[config.mk]
export PLATFORM = sky130hd
export DESIGN_NAME = pwm_fader
export DESIGN_NICKNAME = d
export VERILOG_FILES = /design/src/rtl/pwm_fader_pkg.sv /design/src/rtl/pwm_fader_chan.sv /design/src/rtl/pwm_fader.sv
export SDC_FILE = /design/constraint.sdc
export NUM_CORES = 1
export LEC_CHECK = 0
export CORE_MARGIN = 5
export CORE_UTILIZATION = 41
export CTS_CLUSTER_DIAMETER = 50
export DETAILED_ROUTE_END_ITERATION = 6
export DONT_BUFFER_PORTS = 1
export HOLD_SLACK_MARGIN = 0.02
export PLACE_DENSITY = 0.66
export SYNTH_ARGS = -nofsm -noshare
export SYNTH_HDL_FRONTEND = slang
export SYNTH_SLANG_ARGS = --single-unit
[constraint.sdc]
create_clock -name sys_clk -period 3 [get_ports sys_clk]
set_input_delay 0.6 -clock sys_clk [delete_from_list [all_inputs] [get_ports sys_clk]]
set_output_delay 0.6 -clock sys_clk [all_outputs]
set_load 0.1 [all_outputs]
[src/rtl/pwm_fader_pkg.sv]
// pwm_fader_pkg: shared constants and the fade-step rule for pwm_fader.
//
// Contents:
//   DIR_UP / DIR_DOWN       - bounce direction encoding.
//   MODE_WRAP / MODE_BOUNCE - fade mode encoding, matching the 'bounce' pin.
//   next_target()           - one fade step for one channel.
//
// next_target() works on FN_W-bit operands so that a single package
// function serves any channel width. The caller passes its real width.
// The result is packed as {dir', t'} in the low width+1 bits, with dir'
// at bit position 'width'. Bits above that are always zero.
package pwm_fader_pkg;

  localparam logic DIR_UP      = 1'b0;
  localparam logic DIR_DOWN    = 1'b1;
  localparam logic MODE_WRAP   = 1'b0;
  localparam logic MODE_BOUNCE = 1'b1;

  // Widest channel the helper supports, plus one bit for dir.
  localparam int unsigned FN_W = 32;

  function automatic logic [FN_W:0] next_target(
    input logic [FN_W-1:0] t,
    input logic [FN_W-1:0] s,
    input logic            dir,
    input logic            mode,
    input int unsigned     width
  );
    logic [FN_W:0]   max_v;
    logic [FN_W:0]   sum;
    logic [FN_W-1:0] nt;
    logic            nd;
    max_v = (33'd1 << width) - 33'd1;
    // One extra bit so the saturation test below cannot overflow.
    sum   = {1'b0, t} + {1'b0, s};
    nt    = t;
    nd    = dir;
    if (s != '0) begin
      if (mode == MODE_WRAP) begin
        nt = sum[FN_W-1:0] & max_v[FN_W-1:0];
      end else if (dir == DIR_UP) begin
        if (sum >= max_v) begin
          nt = max_v[FN_W-1:0];
          nd = DIR_DOWN;
        end else begin
          nt = sum[FN_W-1:0];
        end
      end else begin
        if (t <= s) begin
          nt = '0;
          nd = DIR_UP;
        end else begin
          nt = t - s;
        end
      end
    end
    return ((FN_W+1)'(nd) << width) | {1'b0, nt};
  endfunction

endpackage

[src/rtl/pwm_fader_chan.sv]
// pwm_fader_chan: one fader channel.
//
// Holds the fade target and bounce direction. It also holds the duty that is
// currently applied and the registered PWM compare.
//
// Ports:
//   sys_clk, sys_rst_n - clock and asynchronous active-low reset.
//   tick               - one-cycle fade tick. Step and mode are sampled here.
//   apply              - last cycle of the PWM period. Target moves into duty.
//   bounce             - fade mode: 0 = wrap, 1 = bounce.
//   step               - increment applied on each tick.
//   cnt                - shared PWM period counter.
//   duty               - currently applied duty.
//   pwm_out            - PWM pin after polarity, registered.
module pwm_fader_chan
  import pwm_fader_pkg::*;
#(
  parameter int               WIDTH      = 8,
  parameter logic [WIDTH-1:0] INIT_DUTY  = '0,
  parameter bit               ACTIVE_LOW = 1'b1
) (
  input  logic             sys_clk,
  input  logic             sys_rst_n,
  input  logic             tick,
  input  logic             apply,
  input  logic             bounce,
  input  logic [WIDTH-1:0] step,
  input  logic [WIDTH-1:0] cnt,
  output logic [WIDTH-1:0] duty,
  output logic             pwm_out
);

  logic [WIDTH-1:0] target;
  logic             dir;
  logic [FN_W:0]    nxt_full;
  logic [FN_W-WIDTH-1:0] nxt_unused;

  assign nxt_full   = next_target(FN_W'(target), FN_W'(step), dir,
                                  bounce ? MODE_BOUNCE : MODE_WRAP, WIDTH);
  // Above {dir', t'} the helper returns zeros.
  assign nxt_unused = nxt_full[FN_W:WIDTH+1];

  // NOTE: every state register here uses non-blocking assignment. This way
  // 'apply' reads the pre-tick target when tick and apply coincide, and
  // the compare reads the duty as it was before this edge.
  always_ff @(posedge sys_clk or negedge sys_rst_n) begin
    if (!sys_rst_n) begin
      target  <= INIT_DUTY;
      dir     <= DIR_UP;
      duty    <= INIT_DUTY;
      pwm_out <= ACTIVE_LOW;
    end else begin
      if (tick) begin
        {dir, target} <= nxt_full[WIDTH:0];
      end
      if (apply) begin
        duty <= target;
      end
      pwm_out <= (cnt < duty) ^ ACTIVE_LOW;
    end
  end

endmodule

[src/rtl/pwm_fader.sv]
// pwm_fader: multi-channel PWM LED fader.
//
// All channels share one PWM period counter of MAX = 2^WIDTH-1 clocks.
// The duty of each channel steps once per fade tick, by its own increment.
// The fade mode is wrap (sawtooth) or bounce (triangle). A new duty is only
// taken up on the last cycle of a period, so the pins never glitch.
//
// Ports:
//   sys_clk, sys_rst_n - clock and asynchronous active-low reset.
//   enable             - 1 = fade ticks advance. 0 = duty frozen while PWM runs.
//   bounce             - 0 = wrap mode, 1 = bounce mode. Applies to all channels.
//   step               - per-channel increment; channel k = step[k*WIDTH +: WIDTH].
//   pwm_out            - PWM pins after polarity.
//   duty               - applied duty per channel. Packed the same way as step.
//   period_start       - one-cycle pulse on the first cycle of each PWM period.
module pwm_fader
  import pwm_fader_pkg::*;
#(
  parameter int CHANNELS   = 3,
  parameter int WIDTH      = 8,
  parameter int TICK_DIV   = 1350000,
  parameter bit ACTIVE_LOW = 1'b1,
  parameter int INIT_DUTY  = 100
) (
  input  logic                      sys_clk,
  input  logic                      sys_rst_n,
  input  logic                      enable,
  input  logic                      bounce,
  input  logic [CHANNELS*WIDTH-1:0] step,
  output logic [CHANNELS-1:0]       pwm_out,
  output logic [CHANNELS*WIDTH-1:0] duty,
  output logic                      period_start
);

  localparam int              PRESC_W    = (TICK_DIV > 1) ? $clog2(TICK_DIV) : 1;
  localparam logic [PRESC_W-1:0] PRESC_LAST = PRESC_W'(TICK_DIV - 1);
  // cnt runs 0..MAX-1, so its last value is MAX-1 = all ones except the LSB.
  localparam logic [WIDTH-1:0]   CNT_LAST   = {{(WIDTH-1){1'b1}}, 1'b0};

  logic [PRESC_W-1:0] presc;
  logic [WIDTH-1:0]   cnt;
  logic               tick;
  logic               apply;

  assign tick  = enable && (presc == PRESC_LAST);
  assign apply = (cnt == CNT_LAST);

  always_ff @(posedge sys_clk or negedge sys_rst_n) begin
    if (!sys_rst_n) begin
      presc        <= '0;
      cnt          <= '0;
      period_start <= 1'b0;
    end else begin
      // presc only advances while enabled. When enable returns, fading
      // resumes from the same point in the interval.
      if (enable) begin
        presc <= (presc == PRESC_LAST) ? '0 : presc + 1'b1;
      end
      cnt          <= apply ? '0 : cnt + 1'b1;
      period_start <= (cnt == '0);
    end
  end

  for (genvar k = 0; k < CHANNELS; k++) begin : g_chan
    pwm_fader_chan #(
      .WIDTH      (WIDTH),
      .INIT_DUTY  (WIDTH'(INIT_DUTY)),
      .ACTIVE_LOW (ACTIVE_LOW)
    ) u_chan (
      .sys_clk   (sys_clk),
      .sys_rst_n (sys_rst_n),
      .tick      (tick),
      .apply     (apply),
      .bounce    (bounce),
      .step      (step[k*WIDTH +: WIDTH]),
      .cnt       (cnt),
      .duty      (duty[k*WIDTH +: WIDTH]),
      .pwm_out   (pwm_out[k])
    );
  end

endmodule

==> results.yml, run 1 <==
synthesis:
  synth_cell_types: 64
  synth.area.mux_share: 0.0113
  synth-compound-area-share: 0.188
  yosysWarnings: 0
  ys_ff_latch: 84
  syn_avg_cell_area_um2: 8.33
  synth_top_cell_area_share: 0.237
  synth_ff_type: "dfrtp_1"
  synth-simple-area-share: 0.203
  synth_top_family_by_area: "simple AND/OR/NAND/NOR gates"
  synth_area_leaders: "dfrtp_1, ha_1, dfstp_2"
  synth_nets: 905
  syn-instance-count: 798
  ys_seq_area_frac: 0.320
  synth.cell_area_mm2: 0.00665
  synth_edf_count: 0
  synth.largest_area_cell: "dfrtp_1"
  async_reset_ff_frac: 1.00
  yosys.area_share.xor_xnor: 0.0593
  synthAdderAreaFrac: 0.155
route:
  drt-pass1-iter-count: 4
  vias_per_cell: 5.26
  drt-wirelength-per-cell_um: 15.4
  drt_wl_total_um: 16000
  drt_iter0_markers: 417
  drc: 0
  vias: 5452
  antenna_left: 0
sta:
  clock_skew_ps: 5.73
  period_share: 0.958
  drv_slew: 0
  worst_slew_pin_slew_ps: 932
  finalCriticalPeriod_ps: 2870
  slew_headroom: 0.379
  hold_viol: 0
  rsz0062_at_grt: "no"
  max_freq_ghz: 0.348
  setup_viol_count_final: 0
worst_setup_path:
  arrival_ps: 3140
  crit_type: "reg2reg"
  endpoint_kind: "register"
  start_kind: "register"
  cpPeakStageDelay_ps: 450
  cp.required_ps: 3270
  path_max_fanout: 5
  crit_path_cell_trace: "ha_4 > fa_2 > or2b_4 > a221oi_2 > o31ai_2 > xnor2_1 > or4_1 > o31a_1 > o211a_4 > a21oi_2"
  crit_path_top_delay_cell: "dfrtp_2"
finish:
  layout_common_cells: "nand2_1, inv_1, o21ai_0, nor2_1, ha_1"
  fillers: 1608
  multiInputGateArea_mm2: 0.00413
  fin_util: 0.466
  seqCellArea_mm2: 0.00213
  final_nets: 923
  final_common_cell: "nand2_1"
  area_growth_pct: 11.3
  insertedDiodeCount: 0
  stdcell_area_mm2: 0.00740
  drive_gt1_frac: 0.117
global_routing:
  grt_pass1_wl_um: 26800
  grt_max_degree: 64
  antenna_found_initial: 0
  grt.total_usage: 0.178
  grt_pass1_vias: 5364
  globalRouteOverflowTotal: 0
die:
  die_y_um: 137
  ioPinCount: 56
  die_w_um: 137
  die_area_mm2: 0.0189
  rows: 46
  core_region_area_mm2: 0.0159
  initial_utilization: 0.419
power_and_ir_drop:
  p_leak_uw: 0.00334
  p_int_uw: 1890
  combPwrFrac: 0.098
  power.switching_uw: 591
  pwr-share-seq: 0.479
  p_sw_frac: 0.238
  peakVddDrop_mv: 0.270
  powerDensity_mw_per_mm2: 336
  clock_power_share: 0.424
cts:
  post_cts_buffers: 0
  cts.reportedPaths.clkPinSlew_ps: 60
  cts_tree: "built"
  cts_root_buf: "clkbuf_16"
  clkLatencyLatePin_ps: 330
  clock_sink_count: 84
  clockBufferDepth: 2
  cts_buffers: 9
  cts_htree_levels: 3
flow_run:
  max-cap-violations: 0
run_status:
  status: "completed"
place:
  dpl-instance-area_mm2: 0.00708
  dp.final_hpwl_um: 12300
  port_buffers: 0
  place.gp.congestion: 0.878
hold_path:
  hp-class: "in2async"
[state kept, by name, summed over array words and instances, names as in the netlist]
register and cells:
g_chan.u_chan.duty 24, period_start 1, cnt 8, g_chan.u_chan.dir 3, g_chan.u_chan.target 24, presc 21, g_chan.u_chan.pwm_out 3
[synth_stat cells (11+ instances only)]
master,count
nand2b_1,16
nor2b_1,15
xor2_1,18
clkbuf_1,21
dfrtp_1,63
nand3_1,24
nor2_1,74
ha_1,73
a21oi_1,45
nand2_1,78
nor4_1,11
xnor2_1,27
nor3_1,14
o21ai_0,73
dfstp_2,21
inv_1,75
[per-stage QoR]
stage / hold WS [ps] / power, uW / setup TNS, ps / instances / setup slack (ps)
6_report: 113 / 2490 / 0 / 1037 / 125
4_1_cts: 97.7 / 2510 / 0 / 1037 / 76.4
2_1_floorplan: 304 / 1380 / 0 / 798 / 17.8
5_1_grt: 96.7 / 2590 / 0 / 1037 / 9.40
3_5_place_dp: 308 / 1430 / -135 / 1020 / -32.2
3_3_place_gp: 308 / 1430 / 0 / 1020 / 18.4
[worst paths after layout]
| check | start | to | slack [ps] | cells past startpoint |
|---|---|---|---|---|
| worst max-delay path | g_chan[2].u_chan.target[0] | g_chan[2].u_chan.target[6] | 130 | 10 |
| worst min-delay path | sys_rst_n | g_chan[1].u_chan.pwm_out | 110 | 0 |
| worst max register to register | g_chan[2].u_chan.target[0] | g_chan[2].u_chan.target[6] | 130 | 10 |
| worst min register to register | presc[2] | presc[2] | 490 | 1 |
| max in group asynchronous | sys_rst_n | g_chan[2].u_chan.target[0] | 2560 | 1 |
| min in group sys_clk | enable | presc[0] | 350 | 1 |
[power by group through the flow]
stage	sequential [uW]	combinational, uW	clock (uW)
3_3_place_gp	1210	219	0
3_5_place_dp	1210	220	0
6_report	1190	243	1050
2_1_floorplan	1210	165	0
5_1_grt	1200	279	1120
4_1_cts	1190	244	1070
[kinds of logic (layout without fill, tap and decap cells)]
family / Yosys count / after routing
XOR/XNOR: 45 / 45
multiplexers: 7 / 7
AO/OA/AOI/OAI: 200 / 200
buffers and inverters: 106 / 129
adder cells (fa/ha/maj): 79 / 79
AND/OR/NAND/NOR: 277 / 277
flip-flops: 84 / 84
[critical path, delay by kind of cell, from the launching register on]
kind | cells | cell delay, ps
AO/OA/AOI/OAI | 5 | 1030
AND/OR/NAND/NOR | 2 | 630
adder cells (fa/ha/maj) | 2 | 560
flip-flops | 1 | 450
XOR/XNOR | 1 | 130
[what timing repair did]
item,in CTS,in global routing
resized for setup,0,2
setup endpoints to repair,0,7
hold buffers,1,0
hold endpoints to repair,63,0
[cell type report]
type | count | area share
Multi-Input combinational cell | 608 | 0.558
Sequential cell | 84 | 0.288
Timing Repair Buffer | 38 | 0.0413
Inverter | 75 | 0.0380
Clock buffer | 14 | 0.0370
Tap cell | 216 | 0.0365
Clock inverter | 2 | 0.00135
[metal layers]
metal	vias to the layer above	global-route usage	part of all wire
met5	-	0	0
met4	0	0.0382	0.014
met3	18	0.0354	0.048
met2	102	0.296	0.47
met1	2530	0.241	0.46
li1	2802	-	-
(Power assumes the default switching activity.)
==> run 2, diff against run 1 <==
DONT_BUFFER_PORTS = default   (was 1)
PLACE_DENSITY = 0.71   (was 0.66)
==> results.yml, run 2 (synthesis gave the netlist of run 1 again) <==
die:
  core_region_area_mm2: 0.0159
  initial_utilization: 0.419
  die_y_um: 137
  die_w_um: 137
  die_area_mm2: 0.0189
  rows: 46
  ioPinCount: 56
cts:
  cts_hold_buf: 0
  clkLatencyLatePin_ps: 340
  cts_tree: "built"
  cts_buffers: 9
  cts.reportedPaths.clkPinSlew_ps: 60
  clock_sink_count: 84
  cts_root_buf: "clkbuf_16"
  cts_htree_levels: 3
  clockBufferDepth: 2
route:
  dr_wl_met3_um: 583
  drt-pass1-iter-count: 4
  antenna_left: 0
  drt_wl_total_um: 17000
  drc: 0
  drt_iter0_markers: 451
  vias_per_cell: 5.15
  vias: 6045
  drt-wirelength-per-cell_um: 14.5
  top_layer: "met4"
  wl_met1_um: 7740
  met2_length_um: 8370
finish:
  reg_top3: "g_chan.u_chan.duty x24, g_chan.u_chan.target x24, presc x21"
  area_growth_pct: 29.5
  final_nets: 1058
  drive_gt1_frac: 0.236
  layout_common_cells: "buf_4, nand2_1, inv_1"
  final_common_cell: "buf_4"
  fin_util: 0.542
worst_setup_path:
  cpMostUsedCell: "a21oi_1"
  arrival_ps: 3160
  crit_type: "in2reg"
  endpoint_kind: "register"
  worstReg2RegStart: "g_chan[2].u_chan.target[0]"
  path_max_fanout: 3
  cp.required_ps: 3250
  worst_r2r_endpoint: "g_chan[2].u_chan.target[5]"
  crit_path_cell_trace: "clkdlybuf4s50_1 > ha_1 > fa_1 > nor2b_2 > o21ai_0 > a21oi_1 > nor2_1 > xnor2_1 > a41o_1 > buf_4 > a21oi_1 > o31ai_1"
  cpPeakStageDelay_ps: 460
  start_kind: "input pin"
  r2r_setup_slack_ps: 180
  crit_path_top_delay_cell: "clkdlybuf4s50_1"
  rr_worst_depth: 10
sta:
  clock_skew_ps: 7.41
  drv_slew: 0
  slew_headroom: 0.303
  setup_viol_count_final: 0
  hold_viol: 0
  setup_slack_ps: 91.5
  finalCriticalPeriod_ps: 2910
  period_share: 0.970
  worst_slew_pin_slew_ps: 1050
  max_freq_ghz: 0.344
  whs_ps: 410
power_and_ir_drop:
  p_leak_uw: 0.00402
  combPwrFrac: 0.138
  pwr-share-seq: 0.445
  peakVddDrop_mv: 0.270
  p_int_uw: 2010
  powerDensity_mw_per_mm2: 311
  p_sw_frac: 0.248
  clock_power_share: 0.417
  power.switching_uw: 665
global_routing:
  grt_max_degree: 85
  grt_pass1_wl_um: 28400
  antenna_found_initial: 1
  grt_pass1_vias: 5984
  globalRouteOverflowTotal: 0
  grt.total_usage: 0.188
hold_path:
  hp-class: "in2async"
run_status:
  status: "completed"
place:
  dp.final_hpwl_um: 13500
  port_buffers: 55
  detailedPlace.worstSlack_ps: -576
  place.gp.congestion: 0.934
flow_run:
  max-cap-violations: 0
==> run 2: changes by cell type in the layout (fill, tap and decap cells not counted), sizes merged, moves of 2 or more <==
| cell | change |
|---|---|
| clkbuf | -4 |
| buf | +109 |
| clkdlybuf4s50 | +23 |
| clkinvlp | +2 |
| dlymetal6s2s | +2 |
==> run 2: through the flow <==
step	TNS, ps	cell area (um2)	instances	total power [uW]
4_1_cts	0	8470	1172	2700
3_5_place_dp	-8250	8160	1155	1570
3_3_place_gp	-7100	8160	1155	1560
5_1_grt	-16.3	8610	1173	2800
2_1_floorplan	0	6670	798	1380
6_report	0	8610	1173	2680
==> run 2: final cells by class <==
cell class,instances,area (um2)
Multi-Input combinational cell,608,4260
Antenna cell,1,2.50
Clock buffer,10,239
Fill cell,1454,7280
Inverter,75,282
Timing Repair Buffer,173,1370
Sequential cell,84,2130
Clock inverter,6,63.8
Tap cell,216,270
==> run 2: worst max-delay path by stage <==
| stage | start | endpoint | slack [ps] | depth (start not counted) |
|---|---|---|---|---|
| 2_1_floorplan | step[16] | g_chan[2].u_chan.target[0] | 20 | 10 |
| 3_3_place_gp | step[16] | g_chan[2].u_chan.target[7] | -500 | 11 |
| 3_5_place_dp | step[16] | g_chan[2].u_chan.target[0] | -580 | 11 |
| 4_1_cts | step[18] | g_chan[2].u_chan.target[0] | 8 | 11 |
| 5_1_grt | step[9] | g_chan[1].u_chan.target[0] | -9 | 11 |
| 6_report | step[0] | g_chan[0].u_chan.target[2] | 90 | 12 |
==> run 2: worst max-delay path: cells and delay by family <==
kind	cells	cell delay, ps
fa+ha+maj	2	670
simple gates	2	320
xor+xnor	1	170
buf+inv	2	580
compound gates	5	800
==> run 2: routing by layer <==
metal	track usage	up-vias
li1	-	3083
met1	0.245	2854
met2	0.317	93
met3	0.0347	15
met4	0.0554	0
met5	0	-
==> run 2: power by group through the flow <==
stage	clock network [uW]	registers, uW	logic [uW]
6_report	1120	1190	371
5_1_grt	1190	1200	417
4_1_cts	1140	1190	365
3_5_place_dp	0	1210	364
3_3_place_gp	0	1210	356
2_1_floorplan	0	1210	165
==> run 2: timing repair <==
item                                   CTS  global route
pin swaps                                5            11
endpoints found under the hold margin    0             0
setup endpoints to repair                9            17
gates resized for setup                  1            27
setup buffers                            1             0
==> run 3, diff against run 2 <==
SKIP_CTS_REPAIR_TIMING = 1   (was default)
SKIP_LAST_GASP = 1   (was default)
TNS_END_PERCENT = 50   (was default)
==> results.yml, run 3 (synthesis gave the netlist of run 1 again) <==
sta:
  setup_viol_count_final: 0
  rsz0062_at_grt: "yes"
  worst_slew_pin_slew_ps: 1050
  slew_headroom: 0.303
  setup_slack_ps: 72.5
  drv_slew: 0
  clock_skew_ps: 7.92
  max_freq_ghz: 0.342
  period_share: 0.976
  finalCriticalPeriod_ps: 2930
  whs_ps: 429
  hold_viol: 0
worst_setup_path:
  crit_path_cell_trace: "ha_4 > fa_2 > or2b_4 > a221oi_4 > o31ai_2 > xnor2_1 > or4_1 > o31a_1 > o211a_4 > a21oi_2"
  endpoint_kind: "register"
  cp.required_ps: 3270
  start_kind: "register"
  cpPeakStageDelay_ps: 530
  crit_path_top_delay_cell: "or4_1"
  crit_type: "reg2reg"
  arrival_ps: 3200
  crit_family: "compound AO/OA/AOI/OAI gates"
  crit_buf_inv: 0
  path_max_fanout: 5
cts:
  cts_buffers: 9
  clockBufferDepth: 2
  clock_sink_count: 84
  cts.reportedPaths.clkPinSlew_ps: 60
  cts_tree: "built"
  cts_htree_levels: 3
  clkLatencyLatePin_ps: 340
  cts_root_buf: "clkbuf_16"
die:
  core_region_area_mm2: 0.0159
  die_y_um: 137
  ioPinCount: 56
  die_w_um: 137
  initial_utilization: 0.419
  rows: 46
  die_area_mm2: 0.0189
power_and_ir_drop:
  p_total_uw: 2680
  p_leak_uw: 0.00403
  powerDensity_mw_per_mm2: 311
  peakVddDrop_mv: 0.269
route:
  drt_iter0_markers: 454
  drt_wl_total_um: 17100
  drt-pass1-iter-count: 6
  vias_per_cell: 5.16
  drt-wirelength-per-cell_um: 14.6
  drc: 0
  antenna_left: 0
  vias: 6055
finish:
  layout.cells.non_filler: 1173
  area_growth_pct: 29.8
  drive_gt1_frac: 0.238
  final_common_cell: "buf_4"
  final_nets: 1058
  fillers: 1464
  fin_util: 0.543
  reg_top3: "g_chan.u_chan.duty x24, g_chan.u_chan.target x24, presc x21"
  layout_common_cells: "buf_4, nand2_1, inv_1"
place:
  place.gp.congestion: 0.934
  place_inst: 1155
  port_buffers: 55
  dp.final_hpwl_um: 13500
  detailedPlace.worstSlack_ps: -576
global_routing:
  grt_pass1_vias: 5984
  grt_pass1_wl_um: 28400
  antenna_found_initial: 1
  grt.total_usage: 0.188
  globalRouteOverflowTotal: 0
  grt_max_degree: 85
hold_path:
  hp-class: "in2async"
run_status:
  status: "completed"
flow_run:
  max-cap-violations: 0
[run 3: changes by cell type in the layout (fill, tap and decap cells not counted), sizes merged]
cell	before	now
clkdlybuf4s50	23	22
dlygate4sd2	1	0
dlymetal6s2s	2	4
[run 3: per-stage QoR]
| stage | setup TNS [ps] | cell area (um2) |
|---|---|---|
| finish | 0 | 8630 |
| detailed placement | -8250 | 8160 |
| floorplan | 0 | 6670 |
| global route | -39.1 | 8630 |
| CTS | -1460 | 8460 |
| global placement | -7100 | 8160 |
[run 3: report_power, final]
part	internal, uW	total [uW]	switching [uW]
combinational	185	373	188
clock	665	1120	451
sequential	1160	1190	26.3
[run 3: path summary, 6_finish.rpt]
check                                                start                    endpoint  slack (ps)  depth (start not counted)
worst min register to register                    presc[0]                    presc[0]         500                          1
min in group sys_clk                              presc[0]                    presc[0]         500                          1
worst min-delay path                             sys_rst_n                    presc[5]         430                          1
worst max register to register  g_chan[2].u_chan.target[0]  g_chan[2].u_chan.target[0]          70                         10
max in group asynchronous                        sys_rst_n  g_chan[2].u_chan.target[0]        1830                          1
worst max-delay path            g_chan[2].u_chan.target[0]  g_chan[2].u_chan.target[0]          70                         10
[run 3: layer usage]
metal  track usage  routed length (um)  share of wire
met1         0.245                7740           0.45
met2         0.317                8510           0.50
met3        0.0347                 601          0.035
met4        0.0554                 282          0.016
met5             0                   0              0
[run 3: layout make-up]
cell class	count	area, um2	share of cell area
Multi-Input combinational cell	608	4270	0.495
Sequential cell	84	2130	0.247
Timing Repair Buffer	173	1370	0.159
Inverter	75	282	0.0326
Tap cell	216	270	0.0313
Clock buffer	10	239	0.0277
Clock inverter	6	63.8	0.00740
Antenna cell	1	2.50	0.000290
